File: config.mk
export PLATFORM = sky130hd
export DESIGN_NAME = nibble_serial_add_seq
export DESIGN_NICKNAME = d
export VERILOG_FILES = /design/src/rtl/nibble_serial_add_seq.sv
export SDC_FILE = /design/constraint.sdc
export NUM_CORES = 1
export LEC_CHECK = 0
export CAP_MARGIN = 20
export CORE_MARGIN = 1.5
export CORE_UTILIZATION = 30
export DETAILED_ROUTE_END_ITERATION = 7
export PLACE_DENSITY_LB_ADDON = 0.3
export SETUP_SLACK_MARGIN = 0.2
export SLEW_MARGIN = 10
export SYNTH_ARGS = -nofsm -noshare
export SYNTH_HDL_FRONTEND = slang
export SYNTH_SLANG_ARGS = --single-unit
File: constraint.sdc
create_clock -name clk -period 2.9 [get_ports clk]
set_input_delay 0.58 -clock clk [delete_from_list [all_inputs] [get_ports clk]]
set_output_delay 0.58 -clock clk [all_outputs]
set_load 0.02 [all_outputs]
File: src/rtl/nibble_serial_add_seq.sv
// nibble_serial_add_seq
// Drives one external combinational 4-bit adder slice to build a WIDTH-bit add.
// The slice is used once per cycle, least significant nibble first. The carry
// out of each nibble is stored in a register and fed back as the next carry-in.
// Operands come in on a valid/ready handshake. The WIDTH+1-bit result leaves on
// another valid/ready handshake.
// WIDTH must be a multiple of 4 and at least 4.
module nibble_serial_add_seq #(
    parameter int WIDTH = 16
) (
    input  logic             clk,
    input  logic             rst_n,
    input  logic             in_valid,
    output logic             in_ready,
    input  logic [WIDTH-1:0] in_a,
    input  logic [WIDTH-1:0] in_b,
    input  logic             in_ci,
    output logic [3:0]       add_a,
    output logic [3:0]       add_b,
    output logic             add_ci,
    input  logic [4:0]       add_sum,
    output logic             out_valid,
    input  logic             out_ready,
    output logic [WIDTH:0]   out_sum
);

    localparam int NIB = WIDTH / 4;
    // A one-nibble build still needs a 1-bit index so the declarations stay legal.
    localparam int IW  = (NIB > 1) ? $clog2(NIB) : 1;
    localparam logic [IW-1:0] IDX_LAST = IW'(NIB - 1);

    typedef enum logic [1:0] {
        S_IDLE = 2'd0,
        S_RUN  = 2'd1,
        S_DONE = 2'd2
    } state_e;

    state_e           state_q;
    logic [WIDTH-1:0] a_q;
    logic [WIDTH-1:0] b_q;
    logic [WIDTH:0]   sum_q;
    logic             carry_q;
    logic [IW-1:0]    idx_q;
    logic [IW+1:0]    bit_off_s;

    // The bit offset of the current nibble is idx*4. It is built by
    // concatenation so that no multiply is needed.
    assign bit_off_s = {idx_q, 2'b00};

    // Both handshake flags come only from the state register. They have no
    // combinational path from the inputs.
    assign in_ready  = (state_q == S_IDLE);
    assign out_valid = (state_q == S_DONE);
    assign out_sum   = sum_q;

    // Present the current nibble pair and the chained carry to the slice
    // during RUN. Hold the slice inputs at zero in every other state.
    always_comb begin
        add_a  = 4'd0;
        add_b  = 4'd0;
        add_ci = 1'b0;
        if (state_q == S_RUN) begin
            add_a  = a_q[bit_off_s +: 4];
            add_b  = b_q[bit_off_s +: 4];
            add_ci = carry_q;
        end else begin
            add_a  = 4'd0;
            add_b  = 4'd0;
            add_ci = 1'b0;
        end
    end

    // Sequencer: accept operands, capture one slice result per cycle, then
    // hold the finished sum until the consumer takes it.
    always_ff @(posedge clk) begin
        if (!rst_n) begin
            state_q <= S_IDLE;
            a_q     <= '0;
            b_q     <= '0;
            sum_q   <= '0;
            carry_q <= 1'b0;
            idx_q   <= '0;
        end else begin
            case (state_q)
                S_IDLE: begin
                    if (in_valid) begin
                        a_q     <= in_a;
                        b_q     <= in_b;
                        carry_q <= in_ci;
                        idx_q   <= '0;
                        state_q <= S_RUN;
                    end else begin
                        state_q <= S_IDLE;
                    end
                end
                S_RUN: begin
                    sum_q[bit_off_s +: 4] <= add_sum[3:0];
                    carry_q               <= add_sum[4];
                    if (idx_q == IDX_LAST) begin
                        // The carry out of the top nibble becomes the extra result bit.
                        sum_q[WIDTH] <= add_sum[4];
                        idx_q        <= '0;
                        state_q      <= S_DONE;
                    end else begin
                        idx_q   <= idx_q + IW'(1);
                        state_q <= S_RUN;
                    end
                end
                S_DONE: begin
                    // A new operand offered now is not taken. It waits for IDLE.
                    if (out_ready) begin
                        state_q <= S_IDLE;
                    end else begin
                        state_q <= S_DONE;
                    end
                end
                default: begin
                    state_q <= S_IDLE;
                end
            endcase
        end
    end

endmodule
==> key figures <==
Drt
  – Post-DRT Antenna Nets: 0
  – Drt drc: 0
  – WL final: 5.68 mm
  – Drt initial violations: 76
  – Vias per cell: 4.62
  – DR vias: 2,014
  – Wire per inst: 13.0 um
  – First-pass DRT Iterations: 4

Placed design
  – Global placer's final weighted congestion: 0.709
  – Port bufs: 69
  – Dpl hpwl: 4.07 mm

Job
  – Total of max-cap violations: 0

Yosys
  – Syn Std Cell Area: 0.00240 mm^2
  – Synth top area cells: dfxtp_1, nand2_1, a21boi_0
  – Register area share after synthesis: 45.1%
  – Synth Area in Compound Gates: 16.4%
  – Yosys top cell area share: 45.1%
  – Number of synthesized flops with an enable pin: 0
  – Post-synthesis adder-cell area fraction: 2.09%
  – Post-Synthesis Cells: 269
  – Yosys reg bits: 54
  – Largest family of logic cells by synthesized area: simple AND/OR/NAND/NOR gates
  – Avg Inst Size Synth: 8.91 um^2
  – Most common cell in the netlist: nand2_1
  – Synth warn: 0
  – Asr flop ratio synth: 0%
  – Mux share of post-synthesis cell area: 8.35%
  – Syn_nets: 315
  – Simple-gate share of the synthesized area: 23.9%
  – Xor/xnor cell area share of the yosys netlist: 0%
  – Top FF cell, synth: dfxtp_1
  – Most frequent cells after synthesis: nand2_1, dfxtp_1, a21boi_0
  – Largest area contributor in the netlist: dfxtp_1
  – Cell variety after synth: 31

Clocking
  – Clk slew on worst S/H paths: 0.10 ns
  – Clock tree sinks: 54
  – Worst-Skew Late Latency: 0.30 ns
  – CTS tree: built
  – Post-CTS setup buffer count: 0
  – CTS root buf: clkbuf_8
  – H-tree depth: 2
  – TritonCTS buffer count: 5
  – Clock tree buffer depth: 2

Pwr
  – Comb power frac: 15.5%
  – Sw frac: 25.2%
  – Seq pwr share: 52.9%
  – Cell area power density: 450 mW/mm^2
  – Switching pwr: 0.000376 W
  – Clock power frac: 31.6%
  – Maximum VDD drop: 0.000220 V
  – P_int: 0.00112 W
  – LEAKAGE: 1.28 nW

Cells and area
  – Diode count: 0
  – Nets: 379
  – Share of layout cells above drive strength 1: 8.38%
  – Area grow syn2layout: 38.5%

Critical path
  – CP max FO: 14
  – Crit Path Class: flop to primary output
  – Worst setup SP type: flop
  – Worst setup EP type: primary output
  – Worst Path Arrival: 1.93 ns
  – Worst path required time: 2.32 ns

Floorplanning
  – Full die area: 0.00854 mm^2
  – I/O pin total: 70
  – FP Rows: 32
  – Placeable core region: 0.00773 mm^2
  – Die height: 92.4 um
  – Die width: 92.4 um
  – Starting Density: 31.0%

Status
  – Status: completed

Global route
  – Vias in the first global route: 2,056
  – Initial antenna violation count: 0
  – Largest net degree at the start of global routing: 55
  – GR Overflow Total: 0
  – GRT Total Usage: 13.6%
  – First-pass GRT wire length: 9.37 mm

STA
  – Worst Skew: 0.00562 ns
  – RSZ-0062 raised after global routing: no
  – Max_slew headroom: 52.2%
  – Final setup violation count: 0
  – Slew Limit Fails: 0
  – Setup_tns: 0 ns
  – Tcrit/Tclk final: 86.4%
  – Final Critical Period: 2.51 ns
  – Final Hold Viols: 0
  – Worst hold slack: 0.457 ns
  – Worst-margin pin slew: 0.718 ns
  – F_max: 399 MHz

Hold path
  – Hold crit path type: flop to flop
## cells in the final DEF (no fill, tap or decap)
| master | instances |
|---|---|
| inv_1 | 4 |
| and3b_1 | 3 |
| clkdlybuf4s50_1 | 63 |
| buf_4 | 8 |
| dfxtp_2 | 1 |
| a22oi_1 | 1 |
| ha_1 | 4 |
| nand2b_1 | 1 |
| nor3b_4 | 1 |
| o22ai_1 | 8 |
| nand3b_1 | 2 |
| nand2_1 | 85 |
| or4b_4 | 1 |
| o21bai_1 | 1 |
| a21oi_1 | 1 |
| nor2_1 | 4 |
| nand4b_1 | 1 |
| nor3b_1 | 2 |
| o221ai_1 | 1 |
| a21boi_1 | 7 |
| or3b_2 | 1 |
| nor2b_1 | 4 |
| mux2i_1 | 2 |
| o21a_1 | 1 |
| nand4_1 | 4 |
| clkinv_4 | 1 |
| dlymetal6s2s_1 | 6 |
| clkbuf_8 | 7 |
| and2_1 | 8 |
| mux4_2 | 8 |
| dfxtp_1 | 53 |
| nand3_1 | 5 |
| and2b_1 | 1 |
| a21boi_0 | 34 |
## critical path: stages, from the launching register on
cell and delay (ns):
dfxtp_1 0.32, and2b_1 0.51, and2_1 0.21, clkdlybuf4s50_1 0.60
## path summary, 6_finish.rpt
path | start | end | slack, ns | cells after the start
min reg2reg | b_q[10] | b_q[10] | 0.46 | 2
min | b_q[10] | b_q[10] | 0.46 | 2
max | state_q[1] | add_b[1] | 0.39 | 3
max reg2reg | idx_q[1] | out_sum[13] | 0.88 | 5
## metrics by stage
stage	cells	utilization [%]	cell area [um^2]	setup slack, ns	total power [W]
detailed placement	428	41.4	3200	0.480	0.00104
global placement	428	41.4	3200	0.483	0.00104
finish	436	43.0	3320	0.395	0.00149
global route	436	43.0	3320	0.290	0.00156
CTS	436	42.8	3300	0.205	0.00151
floorplan	269	-	2400	0.831	0.000930
## power groups by stage
stage	logic (W)	registers [W]	clock network (W)
after global routing	0.000253	0.000796	0.000515
after CTS	0.000235	0.000791	0.000481
after detailed placement	0.000234	0.000808	0
after floorplan	0.000123	0.000807	0
after global placement	0.000232	0.000807	0
final	0.000231	0.000790	0.000472
## routing by layer
layer	part of all wire, %	GRT usage [%]	wire length [um]
met2	49	24.0	2770
met4	0.26	2.69	15
met1	47	17.0	2650
met5	0	0	0
met3	4.2	3.20	239
## flip-flops by register name (all words and copies together), names as in the netlist
| name | count |
|---|---|
| state_q | 2 |
| b_q | 16 |
| a_q | 16 |
| idx_q | 2 |
| carry_q | 1 |
| out_sum | 17 |
## timing repair
item / 4_1_cts / 5_1_grt
endpoints found under the setup margin: 6 / 6
resized for setup: 1 / 6
hold buffers: 0 / 0
## cell type report
class	count	area, um^2
Fill cell	785	4410
Multi-Input combinational cell	191	1220
Sequential cell	54	1080
Timing Repair Buffer	77	766
Tap cell	102	128
Clock buffer	7	96.3
Inverter	4	15.0
Clock inverter	1	8.76
## kinds of logic (layout without fill, tap and decap cells)
group / Yosys count / count (layout)
AO/OA/AOI/OAI: 54 / 54
adder cells (fa/ha/maj): 4 / 4
buffers and inverters: 24 / 89
flip-flops: 54 / 54
multiplexers: 10 / 10
AND/OR/NAND/NOR: 123 / 123
Power figures use the tool's default switching activity.
